--- config.mk ---
export PLATFORM = sky130hd
export DESIGN_NAME = csrng_cmd_collector
export DESIGN_NICKNAME = d
export VERILOG_FILES = /design/src/rtl/csrng_cmd_collector_pkg.sv /design/src/rtl/csrng_genbits_skid.sv /design/src/rtl/csrng_cmd_collector.sv
export SDC_FILE = /design/constraint.sdc
export NUM_CORES = 1
export LEC_CHECK = 0
export BUFFER_PORTS_ARGS = -buffer_cell sky130_fd_sc_hd__buf_2
export CORE_AREA = 10 10 270 272
export DETAILED_ROUTE_END_ITERATION = 7
export DIE_AREA = 0 0 280 282
export GPL_ROUTABILITY_DRIVEN = 0
export PLACE_DENSITY = 0.58
export SYNTH_ARGS = -nofsm -noshare
export SYNTH_HDL_FRONTEND = slang
export SYNTH_SLANG_ARGS = --single-unit
--- constraint.sdc ---
create_clock -name clk_i -period 4.2 [get_ports clk_i]
set_input_delay 0.21 -clock clk_i [delete_from_list [all_inputs] [get_ports clk_i]]
set_output_delay 0.21 -clock clk_i [all_outputs]
set_load 0.01 [all_outputs]
--- src/rtl/csrng_cmd_collector_pkg.sv ---
// Shared types for the CSRNG application command collector: command header
// layout, application commands, command status and collector FSM encoding.
package csrng_cmd_collector_pkg;

  localparam int unsigned CsKeymgrDivWidth    = 384;
  localparam int unsigned CollectorAdataWidth = CsKeymgrDivWidth;
  localparam int unsigned CollectorAdataWords = CollectorAdataWidth / 32;
  localparam int unsigned GenBitsWidth        = 128;
  localparam int unsigned CmdGlenWidth        = 12;

  typedef enum logic [2:0] {
    INV  = 3'h0,
    INS  = 3'h1,
    RES  = 3'h2,
    GEN  = 3'h3,
    UPD  = 3'h4,
    UNI  = 3'h5,
    GENB = 3'h6,
    GENU = 3'h7
  } acmd_e;

  typedef enum logic [2:0] {
    CMD_STS_SUCCESS             = 3'h0,
    CMD_STS_INVALID_ACMD        = 3'h1,
    CMD_STS_INVALID_GEN_CMD     = 3'h2,
    CMD_STS_INVALID_CMD_SEQ     = 3'h3,
    CMD_STS_RESEED_CNT_EXCEEDED = 3'h4
  } csrng_cmd_sts_e;

  typedef struct packed {
    logic [7:0]              rsvd_hi;
    logic [CmdGlenWidth-1:0] glen;
    logic [3:0]              flag0;
    logic [3:0]              clen;
    logic                    rsvd_lo;
    acmd_e                   acmd;
  } csrng_cmd_t;

  // Pairwise Hamming distance >= 3 so a single upset never lands in a valid state.
  typedef enum logic [5:0] {
    COLL_IDLE  = 6'b000000,
    COLL_ADATA = 6'b000111,
    COLL_CHECK = 6'b011001,
    COLL_ISSUE = 6'b011110,
    COLL_WAIT  = 6'b101010,
    COLL_ACK   = 6'b101101,
    COLL_ERROR = 6'b110011
  } collector_sm_state_e;

  function automatic logic acmd_is_illegal(acmd_e acmd);
    return acmd inside {INV, GENB, GENU};
  endfunction

endpackage

--- src/rtl/csrng_genbits_skid.sv ---
// One-entry skid register between the CSRNG core and the application for
// generated blocks (data + FIPS flag); full throughput, one cycle latency.
module csrng_genbits_skid #(
  parameter int unsigned Width = 129
) (
  input  logic             clk_i,
  input  logic             rst_i,
  input  logic             flush_i,
  input  logic             in_valid_i,
  input  logic [Width-1:0] in_data_i,
  output logic             in_ready_o,
  output logic             out_valid_o,
  output logic [Width-1:0] out_data_o,
  input  logic             out_ready_i
);

  logic             full_q;
  logic [Width-1:0] data_q;

  assign in_ready_o  = !full_q || out_ready_i;
  assign out_valid_o = full_q;
  assign out_data_o  = data_q;

  always_ff @(posedge clk_i) begin
    if (rst_i || flush_i) begin
      full_q <= 1'b0;
      data_q <= '0;
    end else if (in_valid_i && in_ready_o) begin
      full_q <= 1'b1;
      data_q <= in_data_i;
    end else if (out_ready_i) begin
      full_q <= 1'b0;
    end
  end

endmodule

--- src/rtl/csrng_cmd_collector.sv ---
// Application-side CSRNG command front end: parses header + adata, issues one
// command to the core, forwards generated blocks and returns one ack per command.
module csrng_cmd_collector
  import csrng_cmd_collector_pkg::*;
#(
  parameter int unsigned AdataMaxWords = 12,
  parameter int unsigned GlenWidth     = 12
) (
  input  logic                           clk_i,
  input  logic                           rst_i,
  input  logic                           enable_i,
  input  logic                           cmd_req_valid_i,
  input  logic [31:0]                    cmd_req_bus_i,
  output logic                           cmd_req_ready_o,
  output logic                           core_req_valid_o,
  input  logic                           core_req_ready_i,
  output logic [2:0]                     core_acmd_o,
  output logic [3:0]                     core_clen_o,
  output logic [3:0]                     core_flag0_o,
  output logic [GlenWidth-1:0]           core_glen_o,
  output logic [CollectorAdataWidth-1:0] core_adata_o,
  input  logic                           core_done_i,
  input  logic [2:0]                     core_sts_i,
  input  logic                           core_genbits_valid_i,
  input  logic [GenBitsWidth-1:0]        core_genbits_i,
  input  logic                           core_genbits_fips_i,
  output logic                           core_genbits_ready_o,
  output logic                           genbits_valid_o,
  output logic [GenBitsWidth-1:0]        genbits_bus_o,
  output logic                           genbits_fips_o,
  input  logic                           genbits_ready_i,
  output logic                           rsp_ack_o,
  output logic [2:0]                     rsp_sts_o,
  output logic                           err_o
);

  localparam logic [3:0] ClenMax = 4'(AdataMaxWords);

  collector_sm_state_e state_q, state_d;
  csrng_cmd_sts_e      sts_q, sts_d;
  acmd_e               acmd_q;
  logic [3:0]          clen_q, flag0_q, wcnt_q;
  logic [GlenWidth-1:0] glen_q, bcnt_q, ccnt_q, bcnt_now;
  logic [CollectorAdataWords-1:0][31:0] adata_q;
  logic                done_seen_q, done_now;
  csrng_cmd_sts_e      sts_now;

  csrng_cmd_t hdr;
  logic       unused_hdr;
  logic       cmd_accept, gen_active, blocks_pending;
  logic       core_hs, app_hs, skid_in_ready, skid_in_valid, skid_flush;

  assign hdr        = csrng_cmd_t'(cmd_req_bus_i);
  assign unused_hdr = ^{hdr.rsvd_hi, hdr.rsvd_lo};
  assign cmd_accept = cmd_req_valid_i && cmd_req_ready_o;

  // Genbits path is live only while a GEN waits on the core; core side is
  // throttled by blocks accepted so far, so nothing beyond glen is pulled.
  assign gen_active           = enable_i && (state_q == COLL_WAIT) && (acmd_q == GEN);
  assign blocks_pending       = (ccnt_q != glen_q);
  assign skid_in_valid        = core_genbits_valid_i && gen_active && blocks_pending;
  assign core_genbits_ready_o = gen_active && blocks_pending && skid_in_ready;
  assign skid_flush           = !enable_i || (state_q != COLL_WAIT);
  assign core_hs              = core_genbits_valid_i && core_genbits_ready_o;
  assign app_hs               = genbits_valid_o && genbits_ready_i;

  csrng_genbits_skid #(
    .Width(GenBitsWidth + 1)
  ) u_skid (
    .clk_i      (clk_i),
    .rst_i      (rst_i),
    .flush_i    (skid_flush),
    .in_valid_i (skid_in_valid),
    .in_data_i  ({core_genbits_fips_i, core_genbits_i}),
    .in_ready_o (skid_in_ready),
    .out_valid_o(genbits_valid_o),
    .out_data_o ({genbits_fips_o, genbits_bus_o}),
    .out_ready_i(genbits_ready_i)
  );

  assign done_now = done_seen_q || core_done_i;
  assign sts_now  = core_done_i ? csrng_cmd_sts_e'(core_sts_i) : sts_q;
  assign bcnt_now = bcnt_q + GlenWidth'(app_hs);

  always_comb begin
    state_d          = state_q;
    sts_d            = sts_q;
    cmd_req_ready_o  = 1'b0;
    core_req_valid_o = 1'b0;
    rsp_ack_o        = 1'b0;
    if (!enable_i) begin
      state_d = COLL_IDLE;
    end else begin
      case (state_q)
        COLL_IDLE: begin
          cmd_req_ready_o = 1'b1;
          if (cmd_req_valid_i) begin
            sts_d = CMD_STS_SUCCESS;
            if (hdr.clen > ClenMax) begin
              state_d = COLL_ERROR;
            end else if (hdr.clen == 4'd0) begin
              state_d = COLL_CHECK;
            end else begin
              state_d = COLL_ADATA;
            end
          end
        end
        COLL_ADATA: begin
          cmd_req_ready_o = 1'b1;
          if (cmd_req_valid_i && (wcnt_q == clen_q - 4'd1)) begin
            state_d = COLL_CHECK;
          end
        end
        COLL_CHECK: begin
          if (acmd_is_illegal(acmd_q)) begin
            sts_d   = CMD_STS_INVALID_ACMD;
            state_d = COLL_ACK;
          end else if ((acmd_q == GEN) && (glen_q == '0)) begin
            sts_d   = CMD_STS_INVALID_GEN_CMD;
            state_d = COLL_ACK;
          end else begin
            state_d = COLL_ISSUE;
          end
        end
        COLL_ISSUE: begin
          core_req_valid_o = 1'b1;
          if (core_req_ready_i) begin
            state_d = COLL_WAIT;
          end
        end
        COLL_WAIT: begin
          sts_d = sts_now;
          if (done_now && ((sts_now != CMD_STS_SUCCESS) || (acmd_q != GEN) ||
                           (bcnt_now == glen_q))) begin
            state_d = COLL_ACK;
          end
        end
        COLL_ACK: begin
          rsp_ack_o = 1'b1;
          state_d   = COLL_IDLE;
        end
        COLL_ERROR: begin
          state_d = COLL_ERROR;
        end
        default: begin
          state_d = COLL_ERROR;
        end
      endcase
    end
  end

  always_ff @(posedge clk_i) begin
    if (rst_i || !enable_i) begin
      state_q     <= COLL_IDLE;
      sts_q       <= CMD_STS_SUCCESS;
      acmd_q      <= INV;
      clen_q      <= '0;
      flag0_q     <= '0;
      glen_q      <= '0;
      wcnt_q      <= '0;
      bcnt_q      <= '0;
      ccnt_q      <= '0;
      adata_q     <= '0;
      done_seen_q <= 1'b0;
    end else begin
      state_q <= state_d;
      sts_q   <= sts_d;
      if ((state_q == COLL_IDLE) && cmd_accept) begin
        acmd_q      <= hdr.acmd;
        clen_q      <= hdr.clen;
        flag0_q     <= hdr.flag0;
        glen_q      <= GlenWidth'(hdr.glen);
        adata_q     <= '0;
        wcnt_q      <= '0;
        bcnt_q      <= '0;
        ccnt_q      <= '0;
        done_seen_q <= 1'b0;
      end
      if ((state_q == COLL_ADATA) && cmd_accept) begin
        adata_q[wcnt_q] <= cmd_req_bus_i;
        wcnt_q          <= wcnt_q + 4'd1;
      end
      if (state_q == COLL_WAIT) begin
        if (core_done_i) begin
          done_seen_q <= 1'b1;
        end
        if (app_hs) begin
          bcnt_q <= bcnt_q + GlenWidth'(1);
        end
        if (core_hs) begin
          ccnt_q <= ccnt_q + GlenWidth'(1);
        end
      end
    end
  end

  assign core_acmd_o  = acmd_q;
  assign core_clen_o  = clen_q;
  assign core_flag0_o = flag0_q;
  assign core_glen_o  = glen_q;
  assign core_adata_o = adata_q;
  assign rsp_sts_o    = sts_q;
  assign err_o        = (state_q == COLL_ERROR);

endmodule

==> impl_results.md, run 1 <==
- Portion of total power attributed to sequential cells: 0.466
- Maximum number of pins on one net before global-route repair: 177
- Starting density of the core: 0.326
- Mean post-synth cell area: 7.88 sq um
- Final critical-path setup slack: 1.10 ns
- Worst hold-check path type: in -> reg
- Post-synth top cells: 737 x sky130_fd_sc_hd__nand2_1, 575 x sky130_fd_sc_hd__dfxtp_1, 564 x sky130_fd_sc_hd__a21oi_1
- Worst-margin pin slew: 1.20 ns
- Level count of the clock H-tree: 2
- Leakage component of the power: around 12 nW
- Overflow after GRT: 0
- Post-synth EDFFs: 0
- Total wire length: between 100000 and 150000 um
- Internal power: just under 9 mW
- Top-Level Pins: between 700 and 800
- Met1 Usage GRT: 0.289
- Vias per Instance: 5.17
- Number of endpoints with negative hold slack in the final report: 0
- Fmax: 323 MHz
- Number of slew-limit violations in the final report: 0
- Overall die height: 282 um
- Final clock skew: 0.0267 ns
- Final net count: 3659
- Type of origin of the critical path: flop
- Number of warnings printed during yosys synthesis: 0
- Final critical delay including setup and external delays: 3.10 ns
- Cell with the most instances after synthesis: sky130_fd_sc_hd__nand2_1
- DRC violation count after routing: 0
- CTS Buf Count: 60
- Vias in the first global route: 21100
- CP Data Arrival Time: 3.57 ns
- Proportion of netlist area held by the largest area contributor: 0.521
- Net load switching power: roughly 3 mW
- Max-cap viol count: 0
- Result of the run: finished clean
- Combinational Power Share: 0.075
- Clock Power Share: 0.459
- Final setup violation count: 0
- Pre-CTS setup slack: 1.18 ns
- Rel. slew slack: 0.201
- Synthesized netlist cell count: 2801
- Proportion of synthesized flip-flops having asynchronous set or reset: 0
- Worst reg2reg path endpoint: core_adata_o[227]
- Clock latency reported for the late side of the worst-skew pair: 0.62 ns
- CTS tree: done
- Crit end category: flop
- Power density relative to cell area: 404 nW/um^2
- Share of post-route cells with drive strength above 1: 0.244
- Die width: 280 um
- Antenna viol nets, final: 0
- Endpoint with the worst hold slack: core_adata_o[94]
- DP Wirelength: 66600 um
- Die area: 79000 sq um
- Drt pass-1 iters: 5
- Cell type with the largest total area after synthesis: sky130_fd_sc_hd__dfxtp_1
- Top flip-flop cell by instance count after synthesis: sky130_fd_sc_hd__dfxtp_1
- Reg-to-reg startpoint: state_q[5]
- Post-synthesis sequential area ratio: 0.521
- Root Buffer Master: sky130_fd_sc_hd__clkbuf_16
- Nets in the synthesized netlist: about 3000
- Switching portion of total power: 0.249
- Required @ worst endpoint: roughly 4.7 ns
- Depth of the worst register-to-register path: 7
- Global-route wire length before repair: 145000 um
- Synth-to-layout area growth: 32.5%
- Met2 capacity usage during global routing: 0.395
- Clock-pin slew on the worst setup and hold paths: roughly 0.06 ns
- Number of standard-cell rows in the floorplan: 96
- Max clock buf depth: 3
- Post-synthesis instance area: roughly 22000 sq um
- Number of synthesized register bits: 575
- Peak supply drop: 0.000275 V
- Fraction of the cycle the final worst path needs: 0.738
- Average wire per cell in the routed design: roughly 23 um
- Launch point of the worst hold path: cmd_req_bus_i[30]
- Antenna violations before repair: 1
- Total GRT Usage: 0.239
- Global-route layer with the greatest usage: met2
- RSZ-0062 raised after global routing: false
- Post-Route Utilization: 0.432
- Worst Setup Path Type: reg -> reg
- Biggest area contributors in the synthesized netlist: sky130_fd_sc_hd__dfxtp_1 52%, sky130_fd_sc_hd__a21oi_1 13%, sky130_fd_sc_hd__nand2_1 13%
- PostCTS Resize Cnt: 0
- Total number of vias: 22800
- Count of input and output buffers: 716
- Placeable Area: 67700 sq um
- Clock net sink count: 575
- Sum of negative setup slack: 0 ns
- GR Util met3: 0.0774
- Largest driver fanout on the critical path: 32
- Starting DRC count in detailed routing: 2302
- Number of different library cells in the post-synthesis netlist: 59
- Setup slack of the most critical reg-to-reg path: between 1 and 1.5 ns
- Worst Hold Path Cells: 3
kinds of logic after synthesis:
family	count (synthesis)	share of synthesized area
AOI/OAI and AO/OA	621	0.147
xor gates and xnor gates	34	0.0135
adders and majority gates	9	0.00510
buffers and inverters	280	0.0568
DFF	575	0.521
muxes	4	0.00198
and+or+nand+nor	1278	0.255
what timing repair did:
action	CTS	global route
hold endpoints to repair	132	0
buffers inserted	0	0
hold buffers	133	0
final cells by class:
cell class / instances / area (sq um)
fill: 6874 / 38500
sequential: 575 / 11500
multi-input combinational: 1946 / 9360
timing repair buffer: 884 / 5250
clock buffer: 88 / 1730
tap: 882 / 1100
clock inverter: 22 / 259
inverter: 11 / 41.3
antenna: 1 / 2.50
worst max-delay path by stage:
stage	from	to	slack, ns	depth (start not counted)
2_1_floorplan	u_skid.out_valid_o	state_q[4]	1.74	10
3_3_place_gp	state_q[5]	core_adata_o[236]	1.22	7
3_5_place_dp	state_q[5]	core_adata_o[244]	1.18	7
4_1_cts	state_q[5]	core_adata_o[227]	1.12	7
5_1_grt	state_q[5]	core_adata_o[238]	0.75	7
6_report	state_q[5]	core_adata_o[227]	1.10	7
stage by stage:
stage                     cell area, sq um  hold slack [ns]  total power, mW  instances
after global placement               25900            0.439             6.39       4165
after detailed placement             25900            0.444             6.39       4165
after CTS                            29300           0.0140             11.9       4408
final                                29300           0.0589             11.8       4409
after floorplan                      22100            0.346             6.03       2801
after global routing                 29300           0.0406             12.2       4409
power by group through the flow:
stage / registers, mW / logic [mW] / clock network [mW]
after floorplan: 5.62 / 0.410 / 0
after global placement: 5.62 / 0.771 / 0
after detailed placement: 5.62 / 0.764 / 0
after CTS: 5.50 / 0.873 / 5.54
after global routing: 5.50 / 0.934 / 5.74
final: 5.50 / 0.884 / 5.43
worst max-delay path: stages, from the launching register on:
cell and delay, ns:
sky130_fd_sc_hd__dfxtp_1 0.36, sky130_fd_sc_hd__nor3_1 0.43, sky130_fd_sc_hd__o2111ai_2 0.38, sky130_fd_sc_hd__nor2_2 0.25, sky130_fd_sc_hd__and3b_1 0.34, sky130_fd_sc_hd__nand2_1 0.75
sky130_fd_sc_hd__nand3_1 0.35, sky130_fd_sc_hd__a21oi_1 0.09
per-layer routing:
layer / up-vias / routed length (um)
li1: 10800 / -
met1: 10700 / 38900
met2: 1093 / 48100
met3: 191 / 10600
met4: 0 / 3290
met5: - / 0
sequential cells by signal, summed over array words and instances (netlist names):
signal              cells
core_acmd_o             3
wcnt_q                  4
core_adata_o          384
core_glen_o            12
u_skid.out_data_o     129
core_clen_o             4
core_flag0_o            4
rsp_sts_o               3
state_q                 6
done_seen_q             1
bcnt_q                 12
u_skid.out_valid_o      1
ccnt_q                 12
cell usage in the layout, fill, tap and decap left out, types with 18 or more instances in the layout:
| master | netlist | final |
|---|---|---|
| sky130_fd_sc_hd__xor2_1 | 23 | 23 |
| sky130_fd_sc_hd__buf_4 | 18 | 29 |
| sky130_fd_sc_hd__clkbuf_16 | 0 | 62 |
| sky130_fd_sc_hd__a21oi_1 | 564 | 564 |
| sky130_fd_sc_hd__buf_2 | 36 | 716 |
| sky130_fd_sc_hd__nand3_1 | 396 | 394 |
| sky130_fd_sc_hd__and2_1 | 19 | 19 |
| sky130_fd_sc_hd__dlygate4sd3_1 | 0 | 133 |
| sky130_fd_sc_hd__nor2_1 | 44 | 44 |
| sky130_fd_sc_hd__o21ai_0 | 20 | 20 |
| sky130_fd_sc_hd__clkbuf_1 | 177 | 18 |
| sky130_fd_sc_hd__dfxtp_1 | 575 | 575 |
| sky130_fd_sc_hd__nand2_1 | 737 | 736 |
Power figures use the tool's default switching activity.
==> inputs of run 2 (changes only) <==
CORE_AREA = 10 10 273 275   (was 10 10 270 272)
DIE_AREA = 0 0 283 285   (was 0 0 280 282)
PLACE_DENSITY = 0.59   (was 0.58)
clock period = 2.6 ns   (was 4.2 ns; I/O delays follow)
==> impl_results.md, run 2 (synthesis results as in run 1) <==
- Number of endpoints with negative hold slack in the final report: 0
- CP Data Arrival Time: 3.04 ns
- Critical path, cell by cell: nor3_2 > and2_1 > nand2_1 > a21oi_1 > and2_1 > nand4_1 > dlygate4sd3_1 > a21oi_1
- Maximum number of pins on one net before global-route repair: 131
- Synth-to-layout area growth: 38.4%
- Antenna viol nets, final: 0
- Area after detailed placement: 26800 sq um
- Max clock buf depth: 3
- Total GRT Usage: 0.238
- Post-layout instance area: 30600 sq um
- Result of the run: finished clean
- Top-Level Pins: ~720
- Level count of the clock H-tree: 3
- Total number of vias: 23200
- Number of slew-limit violations in the final report: 0
- Area of the multi-input gates: 9440 sq um
- Worst-margin pin slew: 0.751 ns
- Overflow after GRT: 0
- Drt pass-1 iters: 6
- Power density relative to cell area: roughly 650 nW/um^2
- Starting density of the core: 0.319
- Register area: 11500 sq um
- Die width: between 200 and 300 um
- Final setup violation count: 0
- Crit end category: flop
- Clock-pin slew on the worst setup and hold paths: roughly 0.06 ns
- CTS Buf Count: 67
- Leakage component of the power: 12.1 nW
- CTS tree: done
- Overall die height: about 290 um
- DRC violation count after routing: 0
- Final critical delay including setup and external delays: about 2.5 ns
- Vias in the first global route: 21800
- Post-Route Utilization: 0.441
- Antenna violations before repair: 3
- Rel. slew slack: 0.499
- Final net count: 3732
- Type of origin of the critical path: flop
- Largest driver fanout on the critical path: 8
- Commonest non-fill, non-tap cells in the layout: 735 x sky130_fd_sc_hd__nand2_1, 716 x sky130_fd_sc_hd__buf_2, 575 x sky130_fd_sc_hd__dfxtp_1
- Delay of the slowest cell on the worst path: 0.57 ns
- Vias per Instance: between 5 and 6
- Worst Setup Path Type: reg -> reg
- Final critical-path setup slack: 0.0755 ns
- Placeable Area: 69300 sq um
- DP Wirelength: 68400 um
- Max-cap viol count: 0
- Die area: 80700 sq um
- Average wire per cell in the routed design: about 22 um
- Clock latency reported for the late side of the worst-skew pair: about 0.61 ns
- RSZ-0062 raised after global routing: true
- Fmax: about 400 MHz
- Critical Path Slowest Stage Cell: sky130_fd_sc_hd__dlygate4sd3_1
- Required @ worst endpoint: approximately 3.1 ns
- Number of flip-flops under the largest register name: 384
- Number of standard-cell rows in the floorplan: 97
- Starting DRC count in detailed routing: 2497
- Worst hold-check path type: in -> reg
- Filler cell count in the final layout: 6890
- Share of post-route cells with drive strength above 1: 0.263
- Peak supply drop: about 0.0005 V
- Global-route wire length before repair: 148000 um
- Clock net sink count: 575
- Most frequent standard cell in the layout excluding fill and tap cells: sky130_fd_sc_hd__nand2_1
- Root Buffer Master: sky130_fd_sc_hd__clkbuf_16
- Final clock skew: 0.0247 ns
- Count of input and output buffers: slightly above 700
- Pre-CTS setup slack: 0.0950 ns
- Total wire length: 102000 um
- Fraction of the cycle the final worst path needs: 0.971
==> run 2: changes by cell type in the layout (fill, tap and decap cells not counted), moves of 2 or more <==
| cell | before | now |
|---|---|---|
| sky130_fd_sc_hd__clkbuf_16 | 62 | 68 |
| sky130_fd_sc_hd__nor3_1 | 11 | 9 |
| sky130_fd_sc_hd__clkbuf_8 | 8 | 14 |
| sky130_fd_sc_hd__buf_12 | 6 | 37 |
| sky130_fd_sc_hd__clkbuf_1 | 18 | 10 |
| sky130_fd_sc_hd__nor3_2 | 0 | 2 |
| sky130_fd_sc_hd__clkinvlp_4 | 2 | 4 |
| sky130_fd_sc_hd__buf_4 | 29 | 54 |
| sky130_fd_sc_hd__dlygate4sd3_1 | 133 | 143 |
| sky130_fd_sc_hd__diode_2 | 1 | 4 |
| sky130_fd_sc_hd__clkinv_8 | 1 | 3 |
==> run 2: layer usage <==
layer | wire length, um | track usage
met1 | 39600 | 0.287
met2 | 47400 | 0.382
met3 | 10000 | 0.0738
met4 | 5130 | 0.117
met5 | 0 | 0
==> run 2: path summary, 6_finish.rpt <==
| path | start | end | slack (ns) | cells after the start |
|---|---|---|---|---|
| max | state_q[0] | rsp_sts_o[2] | 0.08 | 8 |
| min | cmd_req_bus_i[28] | core_adata_o[348] | 0.03 | 3 |
| max reg2reg | state_q[0] | rsp_sts_o[2] | 0.08 | 8 |
| min reg2reg | u_skid.out_data_o[5] | u_skid.out_data_o[5] | 0.45 | 2 |
==> run 2: layout make-up <==
class	instances	share of cell area
clock buffer	92	0.0632
multi-input combinational	1946	0.309
sequential	575	0.377
antenna	4	0.000328
tap	940	0.0385
timing repair buffer	950	0.202
clock inverter	26	0.00934
inverter	11	0.00135
==> run 2: stage by stage <==
stage | instances | setup TNS [ns] | hold WS [ns] | power, mW
2_1_floorplan | 2801 | 0 | 0.266 | 9.73
3_3_place_gp | 4278 | 0 | 0.372 | 10.4
3_5_place_dp | 4278 | 0 | 0.377 | 10.4
4_1_cts | 4539 | 0 | 0.00813 | 20.1
5_1_grt | 4542 | -0.248 | 0.0211 | 20.6
6_report | 4544 | 0 | 0.0337 | 20.0
==> run 2: worst max-delay path, delay by kind of cell, from the launching register on <==
family / cells / cell delay (ns)
simple gates: 5 / 1.19
compound gates: 2 / 0.30
buf+inv: 1 / 0.57
flops: 1 / 0.39
==> run 2: power breakdown <==
group | internal (mW) | total (mW) | switching, mW
registers | 8.84 | 8.89 | 0.0505
logic | 0.515 | 1.57 | 1.05
clock network | 5.62 | 9.54 | 3.91
total | 15.0 | 20.0 | 5.02
==> run 2: repair_timing <==
action / CTS / global route
setup buffers: 0 / 1
gates resized for setup: 0 / 16
hold buffers: 143 / 0
endpoints found under the hold margin: 178 / 0
endpoints found under the setup margin: 0 / 267
